$ cat src/rtl/pq_shift_cell.sv
// pq_shift_cell
//   One storage cell of a linear shift-register priority queue. DEPTH cells
//   chained left (higher priority) to right (lower priority) form the array;
//   cell 0 is the head. On each broadcast command the cell reloads itself
//   from the new entry, its left neighbour or its right neighbour, which
//   keeps the array sorted (ties keep FIFO order).
//
//   Optional feature macro: PQ_AGE_EN (adds a saturating per-entry age).
//
// Ports
//   clk_i, rst_i                 clock, asynchronous active-high reset
//   push_i, pop_i, drop_i        broadcast commands (drop wins over push/pop)
//   push_prio_i, push_id_i       entry being pushed
//   drop_id_i                    id to remove
//   l_keep_i, l_hit_i            left neighbour keep / drop-hit chain
//   l_vld_i .. l_age_i           left neighbour entry
//   r_vld_i .. r_age_i, r_keep_i right neighbour entry and keep
//   keep_o                       this entry stays ahead of the pushed entry
//   hit_o                        drop hit at or left of this cell
//   vld_o, prio_o, id_o, age_o   registered entry
//   drop_vld_o                   one-cycle pulse: this cell held the dropped entry
module pq_shift_cell #(
    parameter int PW = 8,
    parameter int IW = 4,
    parameter int AW = 8
) (
    input  logic          clk_i,
    input  logic          rst_i,
    input  logic          push_i,
    input  logic          pop_i,
    input  logic          drop_i,
    input  logic [PW-1:0] push_prio_i,
    input  logic [IW-1:0] push_id_i,
    input  logic [IW-1:0] drop_id_i,
    input  logic          l_keep_i,
    input  logic          l_hit_i,
    input  logic          l_vld_i,
    input  logic [PW-1:0] l_prio_i,
    input  logic [IW-1:0] l_id_i,
    input  logic [AW-1:0] l_age_i,
    input  logic          r_vld_i,
    input  logic [PW-1:0] r_prio_i,
    input  logic [IW-1:0] r_id_i,
    input  logic [AW-1:0] r_age_i,
    input  logic          r_keep_i,
    output logic          keep_o,
    output logic          hit_o,
    output logic          vld_o,
    output logic [PW-1:0] prio_o,
    output logic [IW-1:0] id_o,
    output logic [AW-1:0] age_o,
    output logic          drop_vld_o
);

    localparam logic [0:0] S_EMPTY    = 1'b0;
    localparam logic [0:0] S_OCCUPIED = 1'b1;

    localparam logic [1:0] SRC_HOLD  = 2'd0;
    localparam logic [1:0] SRC_LEFT  = 2'd1;
    localparam logic [1:0] SRC_RIGHT = 2'd2;
    localparam logic [1:0] SRC_NEW   = 2'd3;

    logic [0:0]    r_state;
    logic [PW-1:0] r_prio;
    logic [IW-1:0] r_id;
    logic          r_drop_vld;

    logic          w_match;
    logic          w_head;
    logic [1:0]    w_src;
    logic          w_nxt_vld;
    logic [PW-1:0] w_nxt_prio;
    logic [IW-1:0] w_nxt_id;

    assign vld_o      = (r_state == S_OCCUPIED);
    assign prio_o     = r_prio;
    assign id_o       = r_id;
    assign drop_vld_o = r_drop_vld;

    assign keep_o  = vld_o & (r_prio >= push_prio_i);
    assign w_match = vld_o & (r_id == drop_id_i);
    assign hit_o   = l_hit_i | w_match;

    // Only the head sees l_keep_i=1 with an empty left neighbour: in a sorted
    // array a cell with an empty left neighbour is itself empty, so its left
    // neighbour cannot keep.
    assign w_head = l_keep_i & ~l_vld_i;

    always_comb begin
        w_src = SRC_HOLD;
        if (drop_i) begin
            if (hit_o) w_src = SRC_RIGHT;
        end else if (push_i && pop_i) begin
            // Head leaves: entries that stay ahead of the new one move left,
            // the first cell whose right neighbour does not keep takes it.
            if (r_keep_i)              w_src = SRC_RIGHT;
            else if (keep_o || w_head) w_src = SRC_NEW;
        end else if (push_i) begin
            if (!l_keep_i)    w_src = SRC_LEFT;
            else if (!keep_o) w_src = SRC_NEW;
        end else if (pop_i) begin
            w_src = SRC_RIGHT;
        end
    end

    always_comb begin
        w_nxt_vld  = vld_o;
        w_nxt_prio = r_prio;
        w_nxt_id   = r_id;
        case (w_src)
            SRC_LEFT: begin
                w_nxt_vld  = l_vld_i;
                w_nxt_prio = l_prio_i;
                w_nxt_id   = l_id_i;
            end
            SRC_RIGHT: begin
                w_nxt_vld  = r_vld_i;
                w_nxt_prio = r_prio_i;
                w_nxt_id   = r_id_i;
            end
            SRC_NEW: begin
                w_nxt_vld  = 1'b1;
                w_nxt_prio = push_prio_i;
                w_nxt_id   = push_id_i;
            end
            default: ;
        endcase
    end

    always_ff @(posedge clk_i or posedge rst_i) begin
        if (rst_i) begin
            r_state    <= S_EMPTY;
            r_prio     <= '0;
            r_id       <= '0;
            r_drop_vld <= 1'b0;
        end else begin
            r_state    <= w_nxt_vld ? S_OCCUPIED : S_EMPTY;
            r_prio     <= w_nxt_prio;
            r_id       <= w_nxt_id;
            r_drop_vld <= drop_i & w_match & ~l_hit_i;
        end
    end

`ifdef PQ_AGE_EN
    logic [AW-1:0] r_age;
    logic [AW-1:0] w_nxt_age;

    function automatic logic [AW-1:0] sat_inc(input logic [AW-1:0] a);
        return (&a) ? a : a + AW'(1);
    endfunction

    // Empty cells always carry age 0, whatever their source held.
    always_comb begin
        w_nxt_age = r_age;
        case (w_src)
            SRC_HOLD:  if (vld_o) w_nxt_age = sat_inc(r_age);
            SRC_LEFT:  w_nxt_age = l_vld_i ? sat_inc(l_age_i) : '0;
            SRC_RIGHT: w_nxt_age = r_vld_i ? sat_inc(r_age_i) : '0;
            default:   w_nxt_age = '0;
        endcase
    end

    always_ff @(posedge clk_i or posedge rst_i) begin
        if (rst_i) r_age <= '0;
        else       r_age <= w_nxt_age;
    end

    assign age_o = r_age;
`else
    logic w_unused_age;
    assign w_unused_age = ^{l_age_i, r_age_i};
    assign age_o        = '0;
`endif

endmodule
$ cat config.mk
export PLATFORM = sky130hd
export DESIGN_NAME = pq_shift_cell
export DESIGN_NICKNAME = d
export VERILOG_FILES = /design/src/rtl/pq_shift_cell.sv
export SDC_FILE = /design/constraint.sdc
export NUM_CORES = 1
export LEC_CHECK = 0
export CAP_MARGIN = 15
export CORE_UTILIZATION = 38
export CTS_CLUSTER_DIAMETER = 40
export DETAILED_ROUTE_END_ITERATION = 8
export GPL_TIMING_DRIVEN = 0
export PLACE_DENSITY = 0.94
export SYNTH_ARGS = -nofsm -noshare
export SYNTH_HDL_FRONTEND = slang
export SYNTH_SLANG_ARGS = --single-unit
$ cat constraint.sdc
create_clock -name clk_i -period 7.27 [get_ports clk_i]
set_input_delay 2.181 -clock clk_i [delete_from_list [all_inputs] [get_ports clk_i]]
set_output_delay 2.181 -clock clk_i [all_outputs]
set_load 0.1 [all_outputs]
==> impl_metrics.yaml, run 1 <==
clocking:
  htree_levels: 1
  cts-root-to-sink-buffers: 2
  numCtsBuffers: 3
  cts.hold.buffers_added: 0
  cts_resized: 0
  tritoncts: "yes"
  root_driver: "sky130_fd_sc_hd__clkbuf_4"
  postCtsSetupBuffers: 0
  cts.sink_count: 14
  clock_transition_time_at_the_flip_flop_clock_pins_of_the_worst_setup_and_hold_paths_ps: 80
  clkLatencyLatePin_ps: 290
timing:
  timing_hold_violations_final: 0
  max_clock_freq_mhz: 141
  finalSetupTns_ps: 0
  setup_viol: 0
  fin_worst_skew_ps: 10.8
  number_of_pins_with_negative_max_slew_slack_in_the_final_report: 0
  unrepaired_setup_endpoints_after_global_routing: "no"
  fin_crit_sh_pct: 97.7
  timing_worst_slew_pin_value_ps: 985
  relSlewSlack_pct: 34.1
  min_period_ps: 7100
logic_synthesis:
  yosys_register_bits: 14
  synth-edff-count: 0
  share_of_synthesized_registers_carrying_an_async_set_or_reset_pct: 100
  avgSynthCellArea_sq_um: 11.1
  register_area_share_after_synthesis_pct: 27.5
  syn_area_sq_um: 1270
  unique_cell_type_count_in_the_yosys_netlist: 34
  number_of_instances_in_the_synthesized_netlist: 115
  yosys_warnings: 0
  yosys_most_used_dff: "sky130_fd_sc_hd__dfrtp_1"
worst_hold_path:
  min_path_type: "register to register"
  holdPathStages: 2
routing:
  route.detailed.drc: 0
  met2_length_um: 1780
  final_routed_wirelength_um: 3230
  via_count: 1101
  route.layer.met1.wl_um: 1160
  drtIter0Drc: 49
  detailroute.wirelength.met3_um: 209
  top_layer: "met4"
  route.detailed.vias_per_inst: 4.69
  drt_pre_antenna_iters: 4
  antenna_violating_nets_post_route: 0
  post_drt_wl_per_cell_um: 13.8
placed_design:
  port_buffers: 65
  place.detailed.hpwl_um: 2740
  placement.cell_area_sq_um: 2010
  gp_routability_congestion: 0.764
floorplanning:
  floorplan.core_area_sq_um: 3130
  floorplan.initialDensity_pct: 40.8
  ioPinCount: 90
  die_width_um: 59.9
  die-area_sq_um: 3590
  fp-row-count: 20
  fp.dieH_um: 59.9
setup_path:
  critical_path_required_ps: 5090
  kind_of_critical_path: "input port to output pin"
  worst-r2r-setup-slack_ps: 4810
  crit_arrival_ps: 4920
  timing.critical_path.to_type: "output pin"
  worstSetupStartpointType: "input port"
  ff2ff_path_depth: 10
  crit_path_max_fanout: 5
job:
  cap_violations: 0
grt:
  track_usage_pct: 20.4
  grt_start_max_net_pins: 15
  grt.overflow.total: 0
  grt_pass1_wl_um: 5250
  number_of_global_route_vias_before_repair: 1130
  antenna_violations_before_repair: 0
finish:
  finish.instance_area_sq_um: 2040
  diodes: 0
  layout-area-overhead-vs-synth_pct: 60.3
  finish.net_count: 266
  final_cell_mix: "sky130_fd_sc_hd__clkdlybuf4s50_1 (65), sky130_fd_sc_hd__mux2i_1 (36), sky130_fd_sc_hd__dfrtp_1 (14)"
  layout-drive-gt1-share_pct: 12.0
  most_common_cell_after_layout_fill_and_taps_aside: "sky130_fd_sc_hd__clkdlybuf4s50_1"
pwr:
  irDropWorstVdd_mv: 0.112
  p_leak_nw: 0.946
  power.density_cell_area_nw_per_um2: 228
outcome:
  run_status: "completed"
==> through the flow <==
step / power [mW] / setup slack, ps / instances / hold slack, ps / util (%)
finish: 0.466 / 167 / 235 / 610 / 65.3
global route: 0.488 / 79.0 / 235 / 648 / 65.3
detailed placement: 0.410 / 162 / 231 / 595 / 64.2
floorplan: 0.330 / 1330 / 122 / 1100 / -
CTS: 0.470 / 162 / 235 / 615 / 65.3
global placement: 0.405 / 208 / 231 / 573 / 64.2
==> flip-flops by register name, indices dropped and copies added, names as in the netlist <==
signal	cells
drop_vld_o	1
id_o	4
prio_o	8
vld_o	1
==> cells by family (layout without fill, tap and decap cells) <==
logic type | after synthesis | in the layout | synth area share [%]
AND/OR/NAND/NOR | 16 | 16 | 8.64
XOR/XNOR | 4 | 4 | 2.75
other | 1 | 8 | 0.294
multiplexers | 36 | 36 | 28.3
AO/OA/AOI/OAI | 13 | 13 | 12.3
flip-flops | 14 | 14 | 27.5
adder cells (fa/ha/maj) | 8 | 8 | 7.85
buffers and inverters | 23 | 92 | 12.5
==> synth_stat cells (all sizes together) (2+ instances only) <==
| cell type | n | area (sq um) |
|---|---|---|
| nand2 | 2 | 7.51 |
| dfrtp | 14 | 350 |
| mux2i | 36 | 360 |
| buf | 12 | 118 |
| nor2 | 4 | 31.3 |
| inv | 11 | 41.3 |
| nand3 | 2 | 10.0 |
| nor2b | 2 | 12.5 |
| xor2 | 3 | 26.3 |
| ha | 8 | 100 |
| o21a | 3 | 30.0 |
| nand2b | 2 | 20.0 |
==> worst max-delay path, cell delays in order <==
cell                              delay [ps]
sky130_fd_sc_hd__clkdlybuf4s50_1         480
sky130_fd_sc_hd__inv_1                    50
sky130_fd_sc_hd__ha_1                    310
sky130_fd_sc_hd__and3_1                  160
sky130_fd_sc_hd__nand3_1                 110
sky130_fd_sc_hd__o32ai_4                 420
sky130_fd_sc_hd__clkdlybuf4s50_1        1210
==> final cells by class <==
type / count / area, sq um
Tap cell: 44 / 55.1
Fill cell: 276 / 1080
Clock buffer: 4 / 36.3
Inverter: 11 / 41.3
Timing Repair Buffer: 65 / 651
Sequential cell: 14 / 350
Buffer: 12 / 118
Multi-Input combinational cell: 85 / 792
==> power by group <==
| part | total, mW | switching [mW] | internal [mW] |
|---|---|---|---|
| clock network | 0.0588 | 0.0283 | 0.0305 |
| logic | 0.301 | 0.199 | 0.102 |
| registers | 0.106 | 0.0138 | 0.0921 |
==> metal layers <==
metal | vias to the layer above | GRT usage, %
met5 | - | 0
met4 | 0 | 8.31
li1 | 543 | -
met2 | 46 | 38.7
met3 | 6 | 4.76
met1 | 506 | 21.3
==> worst paths after layout <==
path / to / start
setup / recovery: keep_o / push_prio_i[7]
hold / removal: prio_o[6]$_DFFE_PP0P_ / prio_o[6]$_DFFE_PP0P_
setup reg to reg: prio_o[4]$_DFFE_PP0P_ / prio_o[0]$_DFFE_PP0P_
hold reg to reg: prio_o[6]$_DFFE_PP0P_ / prio_o[6]$_DFFE_PP0P_
max in group asynchronous: prio_o[7]$_DFFE_PP0P_ / rst_i
min in group asynchronous: prio_o[1]$_DFFE_PP0P_ / rst_i
Power figures use the tool's default switching activity.
==> run 2, diff against run 1 <==
Settings changed: CORE_UTILIZATION 38 to 35, PLACE_DENSITY 0.94 to 0.88.
Clock period 7.27 ns to 8.04 ns, I/O delays scaled along.
==> impl_metrics.yaml, run 2 (synthesized netlist as in run 1, its figures left out) <==
routing:
  route.detailed.drc: 0
  route.detailed.vias_per_inst: 4.65
  drtIter0Drc: 22
  antenna_violating_nets_post_route: 0
  final_routed_wirelength_um: 3050
  via_count: 1097
  drt_pre_antenna_iters: 3
  post_drt_wl_per_cell_um: 12.9
floorplanning:
  fp.dieH_um: 62.4
  fp-row-count: 21
  die-area_sq_um: 3890
  die_width_um: 62.4
  floorplan.core_area_sq_um: 3420
  ioPinCount: 90
  floorplan.initialDensity_pct: 37.3
clocking:
  postCtsSetupBuffers: 0
  cts.sink_count: 14
  clock_transition_time_at_the_flip_flop_clock_pins_of_the_worst_setup_and_hold_paths_ps: 90
  numCtsBuffers: 3
  tritoncts: "yes"
  cts_resized: 0
  clkLatencyLatePin_ps: 290
  cts-root-to-sink-buffers: 2
  cts.hold.buffers_added: 0
  htree_levels: 1
  root_driver: "sky130_fd_sc_hd__clkbuf_4"
timing:
  timing_hold_violations_final: 0
  max_clock_freq_mhz: 132
  relSlewSlack_pct: 33.4
  fin_worst_skew_ps: 1.88
  number_of_pins_with_negative_max_slew_slack_in_the_final_report: 0
  finalSetupTns_ps: 0
  timing_worst_slew_pin_value_ps: 996
  fin_worst_hold_slack_ps: 613
  fin_crit_sh_pct: 93.9
  min_period_ps: 7550
  unrepaired_setup_endpoints_after_global_routing: "no"
  setup_viol: 0
finish:
  largest_reg_flops: 8
  layout-drive-gt1-share_pct: 11.6
  finish.net_count: 266
  layout-area-overhead-vs-synth_pct: 59.4
  final_cell_mix: "sky130_fd_sc_hd__clkdlybuf4s50_1 (65), sky130_fd_sc_hd__mux2i_1 (36), sky130_fd_sc_hd__dfrtp_1 (14)"
  diodes: 0
  final_core_utilization_pct: 59.5
  fill_cell_total_of_the_finished_layout: 315
  most_common_cell_after_layout_fill_and_taps_aside: "sky130_fd_sc_hd__clkdlybuf4s50_1"
setup_path:
  delay_of_the_slowest_critical_path_stage_ps: 1210
  critPathMostFrequentCell: "sky130_fd_sc_hd__clkdlybuf4s50_1"
  worstPathCellList: "clkdlybuf4s50_1, inv_1, ha_1, and3_1, nand3_1, o32ai_4, clkdlybuf4s50_1"
  crit_path_max_fanout: 5
  worstSetupStartpointType: "input port"
  critical_path_required_ps: 5630
  kind_of_critical_path: "input port to output pin"
  timing.critical_path.to_type: "output pin"
  crit_arrival_ps: 5140
  critPathSlowestCell: "sky130_fd_sc_hd__clkdlybuf4s50_1"
grt:
  track_usage_pct: 16.0
  grt_pass1_wl_um: 4850
  grt_start_max_net_pins: 15
  grt.overflow.total: 0
  antenna_violations_before_repair: 0
  number_of_global_route_vias_before_repair: 1132
worst_hold_path:
  min_path_type: "register to register"
pwr:
  seq_power_share_pct: 23.4
  p_leak_nw: 0.939
  clkPwrFrac_pct: 10.5
  irDropWorstVdd_mv: 0.106
  comb_pwr_share_pct: 66.2
  power.density_cell_area_nw_per_um2: 201
  power_report.internal_total_mw: 0.193
  total_power_mw: 0.409
  switching_share_pct: 52.9
  switching_power_mw: 0.216
outcome:
  run_status: "completed"
placed_design:
  port_buffers: 65
  place.detailed.hpwl_um: 2510
  gp_routability_congestion: 0.737
job:
  cap_violations: 0
[run 2: cell types whose count changed in the layout (fill, tap and decap cells not counted)]
cell / previous run / this run
sky130_fd_sc_hd__clkbuf_8: 1 / 0
[run 2: layer usage]
metal,part of all wire [%],global-route usage [%],up-vias
li1,-,-,545
met4,1.3,5.23,0
met5,0,0,-
met1,40,16.9,504
met3,5.7,3.13,5
met2,52,31.3,43
[run 2: final timing paths]
check,slack [ps],end,depth (start not counted),from
setup / recovery,490,keep_o,7,push_prio_i[7]
hold / removal,610,prio_o[2]$_DFFE_PP0P_,2,prio_o[2]$_DFFE_PP0P_
setup reg to reg,5550,prio_o[3]$_DFFE_PP0P_,10,prio_o[0]$_DFFE_PP0P_
hold reg to reg,610,prio_o[2]$_DFFE_PP0P_,2,prio_o[2]$_DFFE_PP0P_
max in group asynchronous,5190,id_o[3]$_DFFE_PP0P_,2,rst_i
min in group asynchronous,2470,prio_o[6]$_DFFE_PP0P_,2,rst_i
[run 2: worst max-delay path, delay by kind of cell]
family | cells | cell delay, ps
compound gates | 1 | 390
buf+inv | 3 | 1740
fa+ha+maj | 1 | 310
simple gates | 2 | 280
[run 2: per-stage QoR]
step	area [sq um]	cells	setup WS (ps)
finish	2030	236	491
global placement	2010	233	496
CTS	2030	236	470
global route	2030	236	389
floorplan	1300	122	1640
detailed placement	2010	233	477
[run 2: layout make-up]
cell class,instances,area (sq um),share of cell area (%)
Multi-Input combinational cell,85,792,39.0
Timing Repair Buffer,65,651,32.0
Sequential cell,14,350,17.2
Buffer,12,118,5.79
Tap cell,46,57.6,2.83
Inverter,11,41.3,2.03
Clock buffer,3,22.5,1.11
[run 2: power by group through the flow]
stage | Sequential [mW] | Clock [mW] | Combinational, mW
6_report | 0.0955 | 0.0429 | 0.271
5_1_grt | 0.0975 | 0.0463 | 0.282
4_1_cts | 0.0960 | 0.0438 | 0.273
3_5_place_dp | 0.0973 | 0 | 0.272
3_3_place_gp | 0.0969 | 0 | 0.269
2_1_floorplan | 0.190 | 0 | 0.109
==> run 3, diff against run 2 <==
Settings changed: CTS_BUF_LIST from default to sky130_fd_sc_hd__clkbuf_4 sky130_fd_sc_hd__clkbuf_8 sky130_fd_sc_hd__clkbuf_16, TNS_END_PERCENT from default to 100.
==> results of run 3 <==
Final layout, timing and power as in run 2 (identical DEF).
